`config.mk`:
```
export PLATFORM = sky130hd
export DESIGN_NAME = dfe_rate_scheduler
export DESIGN_NICKNAME = d
export VERILOG_FILES = /design/src/rtl/dfe_sched_pkg.sv /design/src/rtl/dfe_mod_counter.sv /design/src/rtl/dfe_rate_scheduler.sv
export SDC_FILE = /design/constraint.sdc
export NUM_CORES = 1
export LEC_CHECK = 0
export ABC_AREA = 1
export CORE_UTILIZATION = 60
export CTS_CLUSTER_DIAMETER = 40
export DETAILED_ROUTE_END_ITERATION = 16
export GPL_TIMING_DRIVEN = 0
export PLACE_DENSITY = 0.89
export RECOVER_POWER = 100
export SETUP_SLACK_MARGIN = 0.15
export SLEW_MARGIN = 20
export SYNTH_ARGS = -nofsm -noshare
export SYNTH_HDL_FRONTEND = slang
export SYNTH_HIERARCHICAL = 1
export SYNTH_SLANG_ARGS = --single-unit
```
`constraint.sdc`:
```
create_clock -name clk -period 7.9 [get_ports clk]
set_clock_uncertainty 0.1 [all_clocks]
set_input_delay 2.37 -clock clk [delete_from_list [all_inputs] [get_ports clk]]
set_output_delay 2.37 -clock clk [all_outputs]
set_load 0.05 [all_outputs]
```
`src/rtl/dfe_sched_pkg.sv`:
```
// Shared types, limits and the config legality check for the DFE rate scheduler.
package dfe_sched_pkg;

    localparam int unsigned DEF_MAX_IN_CYCLES = 16;
    localparam int unsigned DEF_MAX_CIC_DEC   = 64;
    localparam int unsigned CFG_W_C           = $clog2(DEF_MAX_IN_CYCLES + 1);
    localparam int unsigned CFG_W_D           = $clog2(DEF_MAX_CIC_DEC + 1);

    typedef enum logic [1:0] {
        IDLE  = 2'd0,
        RUN   = 2'd1,
        DRAIN = 2'd2
    } sched_state_e;

    typedef struct packed {
        logic [CFG_W_C-1:0] in_cycles;
        logic [CFG_W_C-1:0] out_pulses;
        logic [CFG_W_D-1:0] cic_dec;
    } rate_cfg_t;

    localparam rate_cfg_t RST_CFG = '{
        in_cycles:  CFG_W_C'(3),
        out_pulses: CFG_W_C'(2),
        cic_dec:    CFG_W_D'(4)
    };

    // A ratio is usable only if every field is non-zero, P fits in N and both fit the counters.
    function automatic bit cfg_legal(input rate_cfg_t cfg, input int unsigned max_in,
                                     input int unsigned max_dec);
        return (cfg.in_cycles != '0) && (cfg.out_pulses != '0) &&
               (cfg.out_pulses <= cfg.in_cycles) && (cfg.cic_dec != '0) &&
               (32'(cfg.in_cycles) <= max_in) && (32'(cfg.cic_dec) <= max_dec);
    endfunction

endpackage

```
`src/rtl/dfe_mod_counter.sv`:
```
// Modulo counter: counts 0..limit on en, wraps to 0, clr has priority.
module dfe_mod_counter #(
    parameter int unsigned WIDTH = 4
) (
    input  logic             clk,
    input  logic             rst_n,
    input  logic             en,
    input  logic             clr,
    input  logic [WIDTH-1:0] limit,
    output logic [WIDTH-1:0] count,
    output logic             wrap
);

    logic [WIDTH-1:0] count_q, count_d;

    // >= rather than == so a shrunken limit can never leave the count stranded above it.
    assign wrap  = en && (count_q >= limit);
    assign count = count_q;

    // Next count: clear, hold, or advance with wrap.
    always_comb begin
        count_d = count_q;
        if (clr) begin
            count_d = '0;
        end else if (en) begin
            count_d = (count_q >= limit) ? '0 : count_q + WIDTH'(1);
        end
    end

    // Count register with synchronous reset.
    always_ff @(posedge clk) begin
        if (!rst_n) begin
            count_q <= '0;
        end else begin
            count_q <= count_d;
        end
    end

endmodule

```
`src/rtl/dfe_rate_scheduler.sv`:
```
// Frame sequencer for the DFE chain: fractional, IIR and CIC clock enables plus a
// frame-aligned rate-config handshake.
module dfe_rate_scheduler
    import dfe_sched_pkg::*;
#(
    parameter int unsigned MAX_IN_CYCLES  = DEF_MAX_IN_CYCLES,
    parameter int unsigned MAX_CIC_DEC    = DEF_MAX_CIC_DEC,
    parameter int unsigned RST_IN_CYCLES  = 32'(RST_CFG.in_cycles),
    parameter int unsigned RST_OUT_PULSES = 32'(RST_CFG.out_pulses),
    parameter int unsigned RST_CIC_DEC    = 32'(RST_CFG.cic_dec),
    localparam int unsigned W_C = $clog2(MAX_IN_CYCLES + 1),
    localparam int unsigned W_D = $clog2(MAX_CIC_DEC + 1)
) (
    input  logic           clk,
    input  logic           rst_n,
    input  logic           start,
    input  logic           stop,
    input  logic           cfg_valid,
    input  logic [W_C-1:0] cfg_in_cycles,
    input  logic [W_C-1:0] cfg_out_pulses,
    input  logic [W_D-1:0] cfg_cic_dec,
    output logic           cfg_ack,
    output logic           cfg_err,
    output logic           frac_en,
    output logic           iir_en,
    output logic           cic_en,
    output logic           cic_out_en,
    output logic           busy
);

    localparam rate_cfg_t RESET_CFG = '{
        in_cycles:  CFG_W_C'(RST_IN_CYCLES),
        out_pulses: CFG_W_C'(RST_OUT_PULSES),
        cic_dec:    CFG_W_D'(RST_CIC_DEC)
    };

    sched_state_e state_q, state_d;
    rate_cfg_t    cfg_q, cfg_d, cfg_new;
    logic         stop_pend_q, stop_pend_d;
    logic         drain_cnt_q, drain_cnt_d;
    logic         frac_en_q, frac_en_d;
    logic         iir_en_q, iir_en_d;
    logic         cic_en_q, cic_en_d;
    logic         cfg_ack_q, cfg_ack_d;
    logic         cfg_err_q, cfg_err_d;
    logic         busy_q, busy_d;

    logic [CFG_W_C-1:0] phase_cnt;
    logic               phase_last;
    logic [CFG_W_D-1:0] unused_cic_cnt;
    logic               cic_wrap;
    logic               cfg_win;
    logic               cfg_ok;
    logic               cfg_apply;

    // Phase only advances in RUN; every other state holds it at 0 for a clean frame start.
    dfe_mod_counter #(
        .WIDTH (CFG_W_C)
    ) u_phase_cnt (
        .clk   (clk),
        .rst_n (rst_n),
        .en    (state_q == RUN),
        .clr   (state_q != RUN),
        .limit (cfg_q.in_cycles - CFG_W_C'(1)),
        .count (phase_cnt),
        .wrap  (phase_last)
    );

    // CIC decimation count restarts with every accepted config so a new R never sees a torn count.
    dfe_mod_counter #(
        .WIDTH (CFG_W_D)
    ) u_cic_cnt (
        .clk   (clk),
        .rst_n (rst_n),
        .en    (cic_en_q),
        .clr   ((state_q == IDLE) || cfg_apply),
        .limit (cfg_q.cic_dec - CFG_W_D'(1)),
        .count (unused_cic_cnt),
        .wrap  (cic_wrap)
    );

    // Config window: any IDLE cycle, or the last phase of a RUN frame; never back-to-back acks.
    always_comb begin
        cfg_new.in_cycles  = cfg_in_cycles;
        cfg_new.out_pulses = cfg_out_pulses;
        cfg_new.cic_dec    = cfg_cic_dec;
        cfg_ok    = cfg_legal(cfg_new, MAX_IN_CYCLES, MAX_CIC_DEC);
        cfg_win   = cfg_valid && !cfg_ack_q && ((state_q == IDLE) || phase_last);
        cfg_apply = cfg_win && cfg_ok;
    end

    // Next-state for the sequencer FSM, config register and enable pipeline.
    always_comb begin
        state_d     = state_q;
        stop_pend_d = stop_pend_q;
        drain_cnt_d = drain_cnt_q;
        cfg_d       = cfg_q;
        cfg_ack_d   = cfg_win;
        cfg_err_d   = cfg_win && !cfg_ok;
        frac_en_d   = 1'b0;
        iir_en_d    = frac_en_q;
        cic_en_d    = iir_en_q;

        if (cfg_apply) begin
            cfg_d = cfg_new;
        end

        unique case (state_q)
            IDLE: begin
                if (start) begin
                    state_d     = RUN;
                    stop_pend_d = stop;
                end
            end
            RUN: begin
                frac_en_d = (phase_cnt < cfg_q.out_pulses);
                if (stop) begin
                    stop_pend_d = 1'b1;
                end
                if (phase_last && stop_pend_q) begin
                    state_d     = DRAIN;
                    stop_pend_d = 1'b0;
                    drain_cnt_d = 1'b0;
                end
            end
            DRAIN: begin
                if (drain_cnt_q) begin
                    state_d = IDLE;
                end else begin
                    drain_cnt_d = 1'b1;
                end
            end
            default: begin
                state_d = IDLE;
            end
        endcase

        busy_d = (state_d != IDLE);
    end

    // State and registered outputs with synchronous active-low reset.
    always_ff @(posedge clk) begin
        if (!rst_n) begin
            state_q     <= IDLE;
            cfg_q       <= RESET_CFG;
            stop_pend_q <= 1'b0;
            drain_cnt_q <= 1'b0;
            frac_en_q   <= 1'b0;
            iir_en_q    <= 1'b0;
            cic_en_q    <= 1'b0;
            cfg_ack_q   <= 1'b0;
            cfg_err_q   <= 1'b0;
            busy_q      <= 1'b0;
        end else begin
            state_q     <= state_d;
            cfg_q       <= cfg_d;
            stop_pend_q <= stop_pend_d;
            drain_cnt_q <= drain_cnt_d;
            frac_en_q   <= frac_en_d;
            iir_en_q    <= iir_en_d;
            cic_en_q    <= cic_en_d;
            cfg_ack_q   <= cfg_ack_d;
            cfg_err_q   <= cfg_err_d;
            busy_q      <= busy_d;
        end
    end

    assign cfg_ack    = cfg_ack_q;
    assign cfg_err    = cfg_err_q;
    assign frac_en    = frac_en_q;
    assign iir_en     = iir_en_q;
    assign cic_en     = cic_en_q;
    assign cic_out_en = cic_wrap;
    assign busy       = busy_q;

endmodule

```
==> run_results.csv <==
group,metric,value,unit
clock_network,cts.sinks,39,
clock_network,clock_path_buffers,2,
clock_network,htreeDepth,2,
synth,avgSynthCellArea,7.12,um2
die,design.core.area,4090,um2
clock_network,cts_made_buffers,5,
setup_path,criticalPathCategory,"reg2out",
timing,fin_tns_setup,0,ps
setup_path,rr_endpoint,"u_cic_cnt/count[6]",
synth,synth_top_area_cell,"dfxtp_1",
cells_and_area,n_antenna_cell,0,
power,leakage,1.54,nW
synth,synth_cells,367,
grt,antenna_found_initial,0,
synth,yosys_warnings,6,
cells_and_area,drive_gt1_share,9.20,%
die,initial_core_util,64.0,%
placed_design,portBuffers,28,
worst_hold_path,whs_endpoint,"iir_en",
cells_and_area,nNetsFinal,449,
synth,synth-edff-count,0,
die,dieWidth,68,um
grt,grt_pass1_vias,2150,
setup_path,cp-end-kind,"output pin",
worst_hold_path,hold_depth,2,
cells_and_area,stdcell_count,452,
run,cap_viol_max_count,0,
synth,synth_fp_nets,414,
worst_hold_path,hp-class,"reg2reg",
route,vias,2315,
timing,worst_pin_slew,524,ps
die,fp-row-count,23,
clock_network,clk_latency,290,ps
setup_path,crit_path_cell_trace,"inv_1 -> ha_1 -> nand2_1 -> nor3_1 -> xor2_1 -> inv_1 -> ha_1 -> nand2_1 -> nor2_1 -> nand2_1 -> nand3_1 -> nand2_2 -> inv_1 -> dlygate4sd3_1",
timing,setup_viol,0,
clock_network,post-cts-setup-buffers,0,
cells_and_area,synthToLayoutAreaGrowth,15.0,%
synth,ys_ff_latch,39,
grt,track_usage,24.4,%
route,wl_per_cell,11.2,um
setup_path,path_max_fanout,4,
setup_path,reg2reg_slack,4440,ps
clock_network,cts_resized,0,
setup_path,ff2ff_path_depth,18,
route,drt.antenna.violating_nets,0,
setup_path,slowest_delay,880,ps
placed_design,post-dp-hpwl,4.04,mm
clock_network,holdBufCountCts,0,
timing,slew_violations,0,
clock_network,clk_pin_slew,70,ps
grt,grt_pass1_wl,8.49,mm
placed_design,place_congestion,0.830,
setup_path,r2r_start,"cfg_q[12]",
clock_network,cts_tree,"done",
route,dr.pass1.iters,4,
die,die_y,68,um
die,dieArea,4620,um2
synth,synth.area.top_cells,"dfxtp_1, inv_1, ha_1",
route,first_iter_violations,86,
route,viasPerCell,5.12,
synth,synth.distinct_cells,30,
synth,synth_common_cells,"inv_1, nand2_1, dfxtp_1",
synth,ys_seq_area_share,29.9,%
synth,ys.flop_type,"dfxtp_1",
synth,netlist_area,2610,um2
power,pwr_density_cell,143,nW/um2
timing,fin_crit_sh,69.8,%
setup_path,cp_slowest_cell,"dlygate4sd3_1",
timing,timing.fmax,181,MHz
synth,synthMostInstantiatedCell,"inv_1",
grt,overflow,0,
timing,maxSlewHeadroom,65.0,%
route,wl,5.08,mm
worst_hold_path,holdCritStartpoint,"frac_en",
timing,grt_setup_unrepaired,"no",
grt,grt_max_degree,12,
timing,fin_crit,5520,ps
setup_path,critPathRequiredTime,5430,ps
synth,synth_top_area_share,29.9,%
die,num_io_pins,29,
placed_design,numPlacedInstances,445,
synth,postSynth.asyncResetShare,0,%
route,drc,0,
status,status,"complete, no violations",
setup_path,arrival,3050,ps
power,vdd_drop_max,116,uV
timing,hold_viol,0,
clock_network,root_buffer,"clkbuf_8",
setup_path,worst_setup_path_start_kind,"flip-flop",
metrics by stage:
stage	hold slack (ps)	util, %	total power (W)	setup WS [ps]	instance area [um2]
2_1_floorplan	329	-	0.000273	3490	2610
3_3_place_gp	327	72.4	0.000297	2850	2960
3_5_place_dp	336	72.4	0.000301	2740	2960
4_1_cts	347	74.5	0.000436	2400	3040
5_1_grt	356	73.6	0.000449	2180	3010
6_report	340	73.6	0.000429	2380	3010
final cells by class:
cell class | count | area, um2
buffer | 8 | 47.5
clock buffer | 6 | 82.6
clock inverter | 1 | 5.00
fill | 324 | 1080
inverter | 86 | 323
multi-input combinational | 234 | 1430
sequential | 39 | 781
tap | 50 | 62.6
timing repair buffer | 28 | 280
report_power, final:
part | internal, W | switching, W | total, W
Combinational | 0.0000333 | 0.0000531 | 0.0000864
Clock | 0.0000685 | 0.0000668 | 0.000135
Sequential | 0.000203 | 0.00000384 | 0.000207
sequential cells by signal (all words and copies together) (netlist names):
| register | flops |
|---|---|
| busy | 1 |
| cfg_ack | 1 |
| cfg_err | 1 |
| cfg_q | 17 |
| cic_en | 1 |
| drain_cnt_q | 1 |
| frac_en | 1 |
| iir_en | 1 |
| state_q | 2 |
| stop_pend_q | 1 |
| u_cic_cnt/count | 7 |
| u_phase_cnt/count | 5 |
critical path, delay by kind of cell, from the launching register on:
family | cells | cell delay [ps]
adders and majority gates | 2 | 490
xor gates and xnor gates | 1 | 160
DFF | 1 | 300
buffers and inverters | 4 | 1120
and+or+nand+nor | 7 | 700
logic make-up (layout without fill, tap and decap cells):
family | after synthesis | after routing | synth area share (%)
DFF | 39 | 39 | 29.9
adders and majority gates | 25 | 25 | 12.0
and+or+nand+nor | 172 | 172 | 33.1
xor gates and xnor gates | 18 | 18 | 6.03
muxes | 2 | 2 | 0.766
buffers and inverters | 94 | 129 | 14.5
AOI/OAI and AO/OA | 17 | 17 | 3.78
how the worst max path moves through the flow:
stage | cells past startpoint | slack (ps) | start | end
detailed placement | 14 | 2740 | cfg_q[0] | cic_out_en
global route | 14 | 2180 | cfg_q[0] | cic_out_en
CTS | 14 | 2400 | cfg_q[0] | cic_out_en
floorplan | 13 | 3490 | cfg_q[0] | cic_out_en
finish | 14 | 2380 | cfg_q[0] | cic_out_en
global placement | 14 | 2850 | cfg_q[0] | cic_out_en
per-layer routing:
| metal | routed length [um] | up-vias | GRT usage (%) |
|---|---|---|---|
| met4 | 71 | 0 | 7.81 |
| met1 | 2180 | 1067 | 26.9 |
| met5 | 0 | - | 0 |
| li1 | - | 1200 | - |
| met3 | 172 | 9 | 4.50 |
| met2 | 2660 | 39 | 46.2 |
cells in the final DEF (no fill, tap or decap), drive strengths merged:
cell type      count
nor4               1
o31ai              1
clkbuf            10
inv               86
nor2              50
clkdlybuf4s50     18
dfxtp             39
a21boi             1
o22ai              1
nand2             76
nand4             22
nor3               4
dlygate4sd3       10
o21bai             1
mux2i              2
nand3             19
a31oi              1
ha                25
o221ai             1
a21oi             11
clkinv             1
xnor2              3
buf                4
xor2              15
(Power assumes the default switching activity.)
